## config.mk

```make
export PLATFORM = sky130hd
export DESIGN_NAME = ip_loop_controller
export DESIGN_NICKNAME = d
export VERILOG_FILES = /design/src/rtl/bf_pkg.sv /design/src/rtl/ip_loop_stack.sv /design/src/rtl/ip_loop_controller.sv
export SDC_FILE = /design/constraint.sdc
export NUM_CORES = 1
export LEC_CHECK = 0
export ABC_CLOCK_PERIOD_IN_PS = 4900
export CAP_MARGIN = 15
export CORE_MARGIN = 2
export CORE_UTILIZATION = 35
export DETAILED_ROUTE_END_ITERATION = 16
export MAX_ROUTING_LAYER = met4
export PLACE_DENSITY = 0.61
export SLEW_MARGIN = 15
export SYNTH_ARGS = -nofsm -noshare
export SYNTH_HDL_FRONTEND = slang
export SYNTH_SLANG_ARGS = --single-unit
```

## constraint.sdc

```tcl
create_clock -name clk -period 4.9 [get_ports clk]
set_input_delay 0.49 -clock clk [delete_from_list [all_inputs] [get_ports clk]]
set_output_delay 0.49 -clock clk [all_outputs]
set_load 0.02 [all_outputs]
```

## src/rtl/bf_pkg.sv

```systemverilog
// Shared definitions for the loop-controlled instruction pointer.
// Purpose : op encodings and the controller state type, used by the
//           controller top and its bench.
// Contents: loop_op_e    - NEXT / JMP / OPEN / CLOSE
//           loop_state_e - RUN / SKIP
package bf_pkg;

  typedef enum logic [1:0] {
    OP_NEXT  = 2'd0,
    OP_JMP   = 2'd1,
    OP_OPEN  = 2'd2,
    OP_CLOSE = 2'd3
  } loop_op_e;

  typedef enum logic {
    ST_RUN  = 1'b0,
    ST_SKIP = 1'b1
  } loop_state_e;

endpackage : bf_pkg

```

## src/rtl/ip_loop_stack.sv

```systemverilog
// LIFO holding the addresses of open loop instructions.
// Purpose : push/pop stack with a combinationally readable top entry.
// Ports   : clk, rst_n       - clock, asynchronous active-low reset
//           push, pop        - stack operations (never both in one cycle)
//           push_data [W]    - address to store on push
//           top [W]          - most recently pushed address (stale when empty)
//           depth            - occupancy, 0..D
//           full, empty      - occupancy flags
module ip_loop_stack #(
  parameter int W = 16,
  parameter int D = 16
) (
  input  logic                       clk,
  input  logic                       rst_n,
  input  logic                       push,
  input  logic                       pop,
  input  logic [W-1:0]               push_data,
  output logic [W-1:0]               top,
  output logic [$clog2(D+1)-1:0]     depth,
  output logic                       full,
  output logic                       empty
);

  localparam int DW = $clog2(D + 1);
  localparam int AW = (D > 1) ? $clog2(D) : 1;

  // Storage is deliberately not reset; only the occupancy counter is.
  logic [W-1:0]  r_mem [D];
  logic [DW-1:0] r_depth;

  logic          w_full;
  logic          w_empty;
  logic [AW-1:0] w_wr_idx;
  logic [AW-1:0] w_top_idx;

  assign w_full    = (r_depth == DW'(D));
  assign w_empty   = (r_depth == '0);
  assign w_wr_idx  = AW'(r_depth);
  assign w_top_idx = AW'(r_depth - DW'(1));

  always_ff @(posedge clk) begin
    if (push && !w_full) begin
      r_mem[w_wr_idx] <= push_data;
    end
  end

  always_ff @(posedge clk or negedge rst_n) begin
    if (!rst_n) begin
      r_depth <= '0;
    end else if (push && !w_full) begin
      r_depth <= r_depth + DW'(1);
    end else if (pop && !w_empty) begin
      r_depth <= r_depth - DW'(1);
    end
  end

  assign top   = r_mem[w_top_idx];
  assign depth = r_depth;
  assign full  = w_full;
  assign empty = w_empty;

endmodule : ip_loop_stack

```

## src/rtl/ip_loop_controller.sv

```systemverilog
// Instruction-pointer sequencer for a bracket-loop instruction set.
// Purpose : advances ip on each update_ip strobe, handling jumps, loop
//           entry/exit through a loop stack, and forward skipping over a
//           loop body whose entry condition is false.
// Ports   : clk, rst_n                - clock, asynchronous active-low reset
//           update_ip                 - advance strobe; gates all state changes
//           op [2]                    - NEXT/JMP/OPEN/CLOSE (used in RUN)
//           cond                      - current data cell is nonzero
//           jmp_target [W]            - JMP destination
//           instr_open, instr_close   - bracket at current ip (used in SKIP)
//           err_clr                   - clears the sticky error flags
//           ip [W]                    - current instruction pointer
//           skipping                  - high in SKIP
//           depth                     - loop-stack occupancy
//           err_overflow/err_underflow- sticky error flags
module ip_loop_controller
  import bf_pkg::*;
#(
  parameter int          i_addr_width = 16,
  parameter logic [31:0] reset_vector = 32'h0,
  parameter int          stack_depth  = 16
) (
  input  logic                                clk,
  input  logic                                rst_n,
  input  logic                                update_ip,
  input  logic [1:0]                          op,
  input  logic                                cond,
  input  logic [i_addr_width-1:0]             jmp_target,
  input  logic                                instr_open,
  input  logic                                instr_close,
  input  logic                                err_clr,
  output logic [i_addr_width-1:0]             ip,
  output logic                                skipping,
  output logic [$clog2(stack_depth+1)-1:0]    depth,
  output logic                                err_overflow,
  output logic                                err_underflow
);

  localparam int W  = i_addr_width;
  localparam int D  = stack_depth;
  localparam int DW = $clog2(D + 1);

  // ip resets one before the vector so the first NEXT fetches reset_vector.
  localparam logic [W-1:0] IP_RESET = W'(reset_vector - 32'd1);
  localparam logic [W-1:0] NEST_MAX = {W{1'b1}};

  loop_state_e   r_state;
  logic [W-1:0]  r_ip;
  logic [W-1:0]  r_nest;
  logic          r_err_ov;
  logic          r_err_un;

  loop_state_e   w_state_next;
  logic [W-1:0]  w_ip_next;
  logic [W-1:0]  w_nest_next;
  logic          w_err_ov_next;
  logic          w_err_un_next;
  logic          w_push;
  logic          w_pop;

  logic [W-1:0]  w_top;
  logic [DW-1:0] w_depth;
  logic          w_full;
  logic          w_empty;

  ip_loop_stack #(
    .W (W),
    .D (D)
  ) u_stack (
    .clk       (clk),
    .rst_n     (rst_n),
    .push      (w_push),
    .pop       (w_pop),
    .push_data (r_ip),
    .top       (w_top),
    .depth     (w_depth),
    .full      (w_full),
    .empty     (w_empty)
  );

  always_ff @(posedge clk or negedge rst_n) begin
    if (!rst_n) begin
      r_state  <= ST_RUN;
      r_ip     <= IP_RESET;
      r_nest   <= '0;
      r_err_ov <= 1'b0;
      r_err_un <= 1'b0;
    end else begin
      r_state  <= w_state_next;
      r_ip     <= w_ip_next;
      r_nest   <= w_nest_next;
      r_err_ov <= w_err_ov_next;
      r_err_un <= w_err_un_next;
    end
  end

  always_comb begin
    w_state_next  = r_state;
    w_ip_next     = r_ip;
    w_nest_next   = r_nest;
    w_push        = 1'b0;
    w_pop         = 1'b0;
    // Clear first so that a new error raised below in the same cycle wins.
    w_err_ov_next = err_clr ? 1'b0 : r_err_ov;
    w_err_un_next = err_clr ? 1'b0 : r_err_un;

    if (update_ip) begin
      w_ip_next = r_ip + W'(1);
      case (r_state)
        ST_RUN: begin
          case (op)
            OP_NEXT: ;
            OP_JMP:  w_ip_next = jmp_target;
            OP_OPEN: begin
              if (cond) begin
                if (w_full) begin
                  w_err_ov_next = 1'b1;
                end else begin
                  w_push = 1'b1;
                end
              end else begin
                w_nest_next  = '0;
                w_state_next = ST_SKIP;
              end
            end
            OP_CLOSE: begin
              if (w_empty) begin
                w_err_un_next = 1'b1;
              end else if (cond) begin
                // Loop back to the instruction just after the matching '['.
                w_ip_next = w_top + W'(1);
              end else begin
                w_pop = 1'b1;
              end
            end
            default: ;
          endcase
        end
        ST_SKIP: begin
          if (instr_open && !instr_close) begin
            if (r_nest != NEST_MAX) begin
              w_nest_next = r_nest + W'(1);
            end
          end else if (instr_close && !instr_open) begin
            if (r_nest != '0) begin
              w_nest_next = r_nest - W'(1);
            end else begin
              w_state_next = ST_RUN;
            end
          end
        end
        default: w_state_next = ST_RUN;
      endcase
    end
  end

  assign ip            = r_ip;
  assign skipping      = (r_state == ST_SKIP);
  assign depth         = w_depth;
  assign err_overflow  = r_err_ov;
  assign err_underflow = r_err_un;

endmodule : ip_loop_controller

```

==> results of run 1 <==
[cell usage in the layout, fill, tap and decap left out, types with 5 or more instances in the layout]
master           count
o31ai_1              6
o211ai_1             5
dfstp_2             16
nand3_1             28
a22o_1              10
mux4_2              68
buf_4               30
clkbuf_16           31
inv_1               18
mux2i_1             16
o21ai_1              6
or3_1                6
a211oi_1             7
xnor2_1             30
ha_1                20
nor4_1               5
o22ai_1             12
a21oi_1             24
nand4_1             14
nor3_1              12
nand2_1             71
and2_1              16
clkinv_1            10
xor2_1               8
edfxtp_1           256
dfrtp_1             23
a31oi_1              9
mux4_1               5
nor3b_1              5
o21ai_0             15
clkdlybuf4s50_1     47
clkbuf_1             6
and3_1              13
nor2_1              26
nor2b_1             10
[cell families (layout without fill, tap and decap cells)]
family                     after synthesis  count (layout)  share of synthesized area [%]
DFF                                    296             296                           63.3
and+or+nand+nor                        218             218                           8.10
AOI/OAI and AO/OA                      140             140                           7.58
muxes                                   94              94                           13.7
buffers and inverters                   63             154                           2.45
xor gates and xnor gates                41              41                           2.80
adders and majority gates               22              22                           2.06
[registers in the layout (all words and copies together), names as in the netlist]
register / count
u_stack.r_mem: 256
ip: 16
r_nest: 16
u_stack.depth: 5
err_overflow: 1
err_underflow: 1
skipping: 1
[routing by layer]
metal	GRT usage (%)	vias up	wire (um)
met3	2.55	55	1790
met5	-	-	0
met4	5.16	0	835
met2	28.4	254	16900
met1	24.2	4278	15500
li1	-	3656	-
[synthesized netlist by cell type (all sizes together) (5+ instances only)]
library cell and number:
nand2 71, xnor2 31, o211ai 5, clkbuf 21, or3 6, dfrtp 24, and3 13, and2 16
nor3 13, buf 21, nor2b 10, a21oi 24, nor4 5, o21ai 21, mux2i 16, dfstp 16
a31oi 10, o22ai 12, nand3 28, ha 21, o31ai 6, a211oi 8, nor3b 5, xor2 10
nor2 27, a22o 10, nand4 15, edfxtp 256, inv 19, mux4 73, mux2 5
[cell type report]
type                       instances  area [um^2]  area share, %
timing repair buffer              79          721           4.54
sequential                       296         8710           54.9
multi-input combinational        515         4730           29.8
clock inverter                    17          174           1.10
tap                              518          648           4.09
clock buffer                      37          798           5.03
inverter                          21         81.3          0.513
[through the flow]
stage | setup slack, ns | power [W] | instances | hold slack, ns
after detailed placement | 0.952 | 0.00878 | 1429 | 0.539
after global routing | 0.848 | 0.0116 | 1483 | 0.137
after CTS | 1.12 | 0.0111 | 1483 | 0.0923
final | 1.09 | 0.0110 | 1483 | 0.0707
after global placement | 1.10 | 0.00874 | 1429 | 0.527
after floorplan | 1.17 | 0.00723 | 874 | 0.194
[worst max-delay path, cell delays in order (launching register included)]
cell and delay, ns:
dfrtp_1 0.51, inv_1 0.16, ha_4 0.85, mux4_2 0.37, nand2_1 0.07, a31oi_1 0.29
ha_1 0.26, inv_1 0.09, a2111oi_4 0.32, nand2_1 0.18, nor3b_1 0.36, xnor2_1 0.17
o21ai_1 0.08
[where the power goes]
group	switching (W)	internal, W	total, W
clock	0.000977	0.00131	0.00229
sequential	0.000518	0.00326	0.00378
combinational	0.00280	0.00213	0.00494
[how the worst max path moves through the flow]
stage / from / to / slack, ns / cells past startpoint
2_1_floorplan: u_stack.depth[0] / ip[12] / 1.17 / 19
3_3_place_gp: instr_close / r_nest[15] / 1.10 / 11
3_5_place_dp: instr_close / r_nest[15] / 0.95 / 11
4_1_cts: u_stack.depth[1] / ip[15] / 1.12 / 11
5_1_grt: u_stack.depth[1] / ip[14] / 0.85 / 12
6_report: u_stack.depth[1] / ip[14] / 1.09 / 12
==> metrics.md, run 1 <==
| Metric | Value |
|---|---|
| Pleak | `5.23 nW` |
| Fmax | `0.263 GHz` |
| Horiz. Die Dim | `202 um` |
| Post-CTS Setup Inserts | `0` |
| Outcome | `completed` |
| Row cnt | `72` |
| Antenna violations before repair | `0` |
| Hold_buf cts | `0` |
| CTS Sinks | `296` |
| Type of origin of the critical path | `flop` |
| Post-route clock period utilization | `77.7%` |
| Routability-driven placement congestion ratio | `0.857` |
| Warnings, synthesis | `0` |
| Worst setup EP type | `flop` |
| Vias in the first global route | `8285` |
| Global-route wire length before repair | `53500 um` |
| IO buf count | `48` |
| Worst path arrival time | `4.30 ns` |
| Worst-skew pair later-pin latency | `0.59 ns` |
| Max Root-Sink Buffers | `3` |
| Vias | `8243` |
| Final setup vio count | `0` |
| FF-to-FF End | `ip[14]` |
| Distinct cells, synth | `74` |
| Clk pin slew, worst setup/hold paths | `0.06 ns` |
| GRT Total Usage | `17.9%` |
| Syn_area_per_cell | `15.7 um^2` |
| Routed len/inst | `23.6 um` |
| Worst Path Max Fanout | `57` |
| Hold WC Path Type | `input pin to async pin` |
| RSZ-0062 raised after global routing | `no` |
| CTS H-tree depth | `1` |
| Gate count of the mapped netlist | `874` |
| Grt ovf | `0` |
| Placed inst area | `14900 um^2` |
| Post-Route WL | `35100 um` |
| Fill cells | `3494` |
| Asr flop ratio synth | `13.5%` |
| Dpl hpwl | `22500 um` |
| Core area | `38700 um^2` |
| TritonCTS Buffers | `31` |
| Seq/Total Area, Yosys | `63.3%` |
| Share of the synthesized area in the top cell type | `55.9%` |
| Worst path required time | `5.39 ns` |
| Largest net degree at the start of global routing | `74` |
| Headroom to the max-slew limit | `34.5%` |
| Peak VDD IR | `0.393 mV` |
| Die ar. | `40900 um^2` |
| Vias per cell | `5.56` |
| Layout cells sized above 1 | `18.1%` |
| Final worst clock skew | `0.0168 ns` |
| Net Count, Synth | `921` |
| Power per cell area | `694 nW/um^2` |
| Critical path type | `flop to flop` |
| Flops & latches, synth | `296` |
| Final net count | `991` |
| Top post-synthesis cells by area | `edfxtp_1 (56%), mux4_2 (11%), dfrtp_1 (4.4%)` |
| Initial Utilization | `35.5%` |
| Die Span Y | `202 um` |
| Max-cap violations | `0` |
| R2r setup slk | `1.09 ns` |
| Residual DRC | `0` |
| TritonRoute pass-1 iters | `5` |
| Crit Reg-Reg Startpoint | `u_stack.depth[1]` |
| Most used DFF post-synth | `edfxtp_1` |
| Resize count post-CTS | `0` |
| Post-synth top area cell | `edfxtp_1` |
| CTS tree | `done` |
| Clock period minus final worst setup slack | `3.81 ns` |
| Endpoints failing hold | `0` |
| Number of I/O pins | `49` |
| Final Max Slew Viols | `0` |
| Worst-Margin Slew | `0.982 ns` |
| DRT antenna net count | `0` |
| Ant diodes | `0` |
| Final setup TNS | `0 ns` |
| EDFF count, synth | `256` |
| Post-route cell area | `15900 um^2` |
| CTS Root Cell | `clkbuf_16` |
| Post-layout util | `41.0%` |
| Area grow syn2layout | `15.4%` |
| Worst R2R Path Depth | `12` |
| Post-Syn Area | `13800 um^2` |
| Drt first-iter violations | `803` |
No activity file was read; power rests on OpenSTA's default activity.
==> run 2: changes to the inputs <==
Settings changed: ABC_CLOCK_PERIOD_IN_PS 4900 to 3200, PLACE_DENSITY 0.61 to 0.62.
Clock period 4.9 ns to 3.2 ns, I/O delays scaled along.
==> metrics.md, run 2 (synthesized netlist as in run 1, its figures left out) <==
| Metric | Value |
|---|---|
| Final worst clock skew | `0.0473 ns (+0.0305 ns)` |
| Vias per cell | `5.41 (-2.6%)` |
| Post-layout util | `42.9% (+2.0 points)` |
| DRT antenna net count | `0 (unchanged)` |
| Largest register FFs | `256 (unchanged)` |
| Failing checks | `setup timing` |
| CP startpoint | `u_stack.depth[0]` |
| Drt first-iter violations | `638 (-21%)` |
| Max Root-Sink Buffers | `3 (unchanged)` |
| Worst Path Max Fanout | `6 (-89%)` |
| Inst Count DP | `1497 (+4.8%)` |
| Initial Utilization | `35.5% (unchanged)` |
| Placed inst area | `15500 um^2 (+4.0%)` |
| Worst path required time | `3.71 ns (-1.68 ns)` |
| Setup ws final | `-0.0232 ns (-1.12 ns)` |
| Largest net degree at the start of global routing | `41 (-45%)` |
| Cells along the critical path | `inv_8 > ha_4 > xor2_4 > buf_4 > mux4_2 > mux2_4 > a211oi_4 > nand4_4 > o21a_1 > o31ai_1 > a22o_1` |
| Pre-CTS WS | `-0.193 ns (-1.15 ns)` |
| Outcome | `finished, violations left` |
| Power per cell area | `1070 nW/um^2 (+55%)` |
| Horiz. Die Dim | `202 um (unchanged)` |
| Routed len/inst | `21.9 um (-7.4%)` |
| Multi-input combinational cell area | `4840 um^2 (+2.3%)` |
| TritonCTS Buffers | `30 (-3.2%)` |
| Final Max Slew Viols | `0 (unchanged)` |
| RSZ-0062 raised after global routing | `yes` |
| CTS H-tree depth | `1 (unchanged)` |
| CTS Sinks | `296 (unchanged)` |
| Seq. cell area | `8710 um^2 (unchanged)` |
| Die ar. | `40900 um^2 (unchanged)` |
| Vias in the first global route | `8372 (+1.1%)` |
| Dpl hpwl | `23300 um (+3.2%)` |
| Routability-driven placement congestion ratio | `0.870 (+1.5%)` |
| Pleak | `5.68 nW (+8.6%)` |
| Number of I/O pins | `49 (unchanged)` |
| Post-route cell area | `16600 um^2 (+4.9%)` |
| Core area | `38700 um^2 (unchanged)` |
| Worst setup EP type | `flop` |
| Peak VDD IR | `0.703 mV (+79%)` |
| Hold Path Origin | `jmp_target[2]` |
| CTS tree | `done` |
| Type of origin of the critical path | `flop` |
| R2r setup slk | `-0.02 ns (-1.12 ns)` |
| Clock period minus final worst setup slack | `3.22 ns (-0.584 ns)` |
| Endpoints failing hold | `0 (unchanged)` |
| Finished Layout Cells | `1559 (+5.1%)` |
| Clk pin slew, worst setup/hold paths | `0.07 ns (about the same)` |
| Final setup vio count | `1 (+1)` |
| Critical-path top delay cell | `dfrtp_4` |
| IO buf count | `48 (unchanged)` |
| CP peak stage delay | `0.53 ns (-0.32 ns)` |
| Fill cells | `3497 (+0.086%)` |
| Headroom to the max-slew limit | `35.7% (+1.2 points)` |
| Global-route wire length before repair | `52000 um (-2.9%)` |
| Worst path arrival time | `3.73 ns (-0.57 ns)` |
| Biggest register | `u_stack.r_mem` |
| Worst-Margin Slew | `0.964 ns (-0.0183 ns)` |
| Crit Reg-Reg Startpoint | `u_stack.depth[0]` |
| Worst-skew pair later-pin latency | `0.61 ns (+0.02 ns)` |
| TritonRoute pass-1 iters | `7 (+2)` |
| Layout cells sized above 1 | `26.0% (+7.9 points)` |
| Grt ovf | `0 (unchanged)` |
| Critical path type | `flop to flop` |
| GRT Total Usage | `17.3% (-0.63 points)` |
| Most frequent cells in the layout | `edfxtp_1 (256), buf_4 (96), nand2_1 (70), mux4_2 (68), clkdlybuf4s50_1 (47)` |
| Residual DRC | `0 (unchanged)` |
| Fmax | `0.310 GHz (+18%)` |
| Area grow syn2layout | `21.0%` |
| Max-cap violations | `0 (unchanged)` |
| Post-route clock period utilization | `101% (+23 points)` |
| Row cnt | `72 (unchanged)` |
| CTS Root Cell | `clkbuf_16` |
| Antenna violations before repair | `0 (unchanged)` |
| Hold WC Path Type | `input pin to flop` |
| Commonest non-fill, non-tap cell in the layout | `edfxtp_1` |
| Vias | `8440 (+2.4%)` |
| Post-Route WL | `34100 um (-2.7%)` |
| Die Span Y | `202 um (unchanged)` |
| Final net count | `1064 (+7.4%)` |
| Final setup TNS | `-0.0232 ns (-0.0232 ns)` |
| Ant diodes | `0 (unchanged)` |
## run 2: cell types whose count changed in the layout (fill, tap and decap cells not counted), sizes merged
cell         before  now
buf              32  105
inv              20   19
clkbuf           37   36
clkinvlp          2    4
dlygate4sd3       0    1
clkinv           13   15
## run 2: power by group
part	internal, W	total [W]	switching, W
clock	0.00202	0.00350	0.00148
sequential	0.00498	0.00549	0.000514
combinational	0.00411	0.00888	0.00477
## run 2: final cells by class
type / count / share of cell area, %
inverter: 21 / 0.519
multi-input combinational: 515 / 29.1
clock buffer: 36 / 4.77
tap: 518 / 3.90
sequential: 296 / 52.4
clock inverter: 20 / 1.25
timing repair buffer: 153 / 8.11
## run 2: path summary, 6_finish.rpt
path                            depth (start not counted)               end
worst min-delay path                                    3             ip[2]
worst max register to register                         11            ip[15]
worst max-delay path                                   11            ip[15]
min in group asynchronous                               2         r_nest[3]
max in group asynchronous                               2  u_stack.depth[0]
worst min register to register                          2      err_overflow
## run 2: what timing repair did
item / 4_1_cts / 5_1_grt
endpoints found under the hold margin: 24 / 0
resized for setup: 1 / 16
endpoints found under the setup margin: 2 / 8
setup buffers: 1 / 4
hold buffers: 1 / 0
pin swaps: 1 / 10
## run 2: critical path, delay by kind of cell (launching register included)
family / cells / cell delay (ns)
AND/OR/NAND/NOR: 1 / 0.18
flip-flops: 1 / 0.53
adder cells (fa/ha/maj): 1 / 0.16
buffers and inverters: 2 / 0.26
multiplexers: 2 / 0.78
AO/OA/AOI/OAI: 4 / 0.99
XOR/XNOR: 1 / 0.26
## run 2: per-layer routing
| metal | wire (um) | global-route usage, % | part of all wire, % |
|---|---|---|---|
| met1 | 14900 | 22.7 | 44 |
| met2 | 16200 | 27.5 | 48 |
| met3 | 1690 | 2.79 | 4.9 |
| met4 | 1310 | 5.76 | 3.8 |
| met5 | 0 | - | 0 |
## run 2: metrics by stage
step	hold WS [ns]	power [W]
4_1_cts	0.306	0.0177
2_1_floorplan	0.0244	0.0112
3_3_place_gp	0.523	0.0141
5_1_grt	0.321	0.0188
3_5_place_dp	0.530	0.0141
6_report	0.318	0.0179
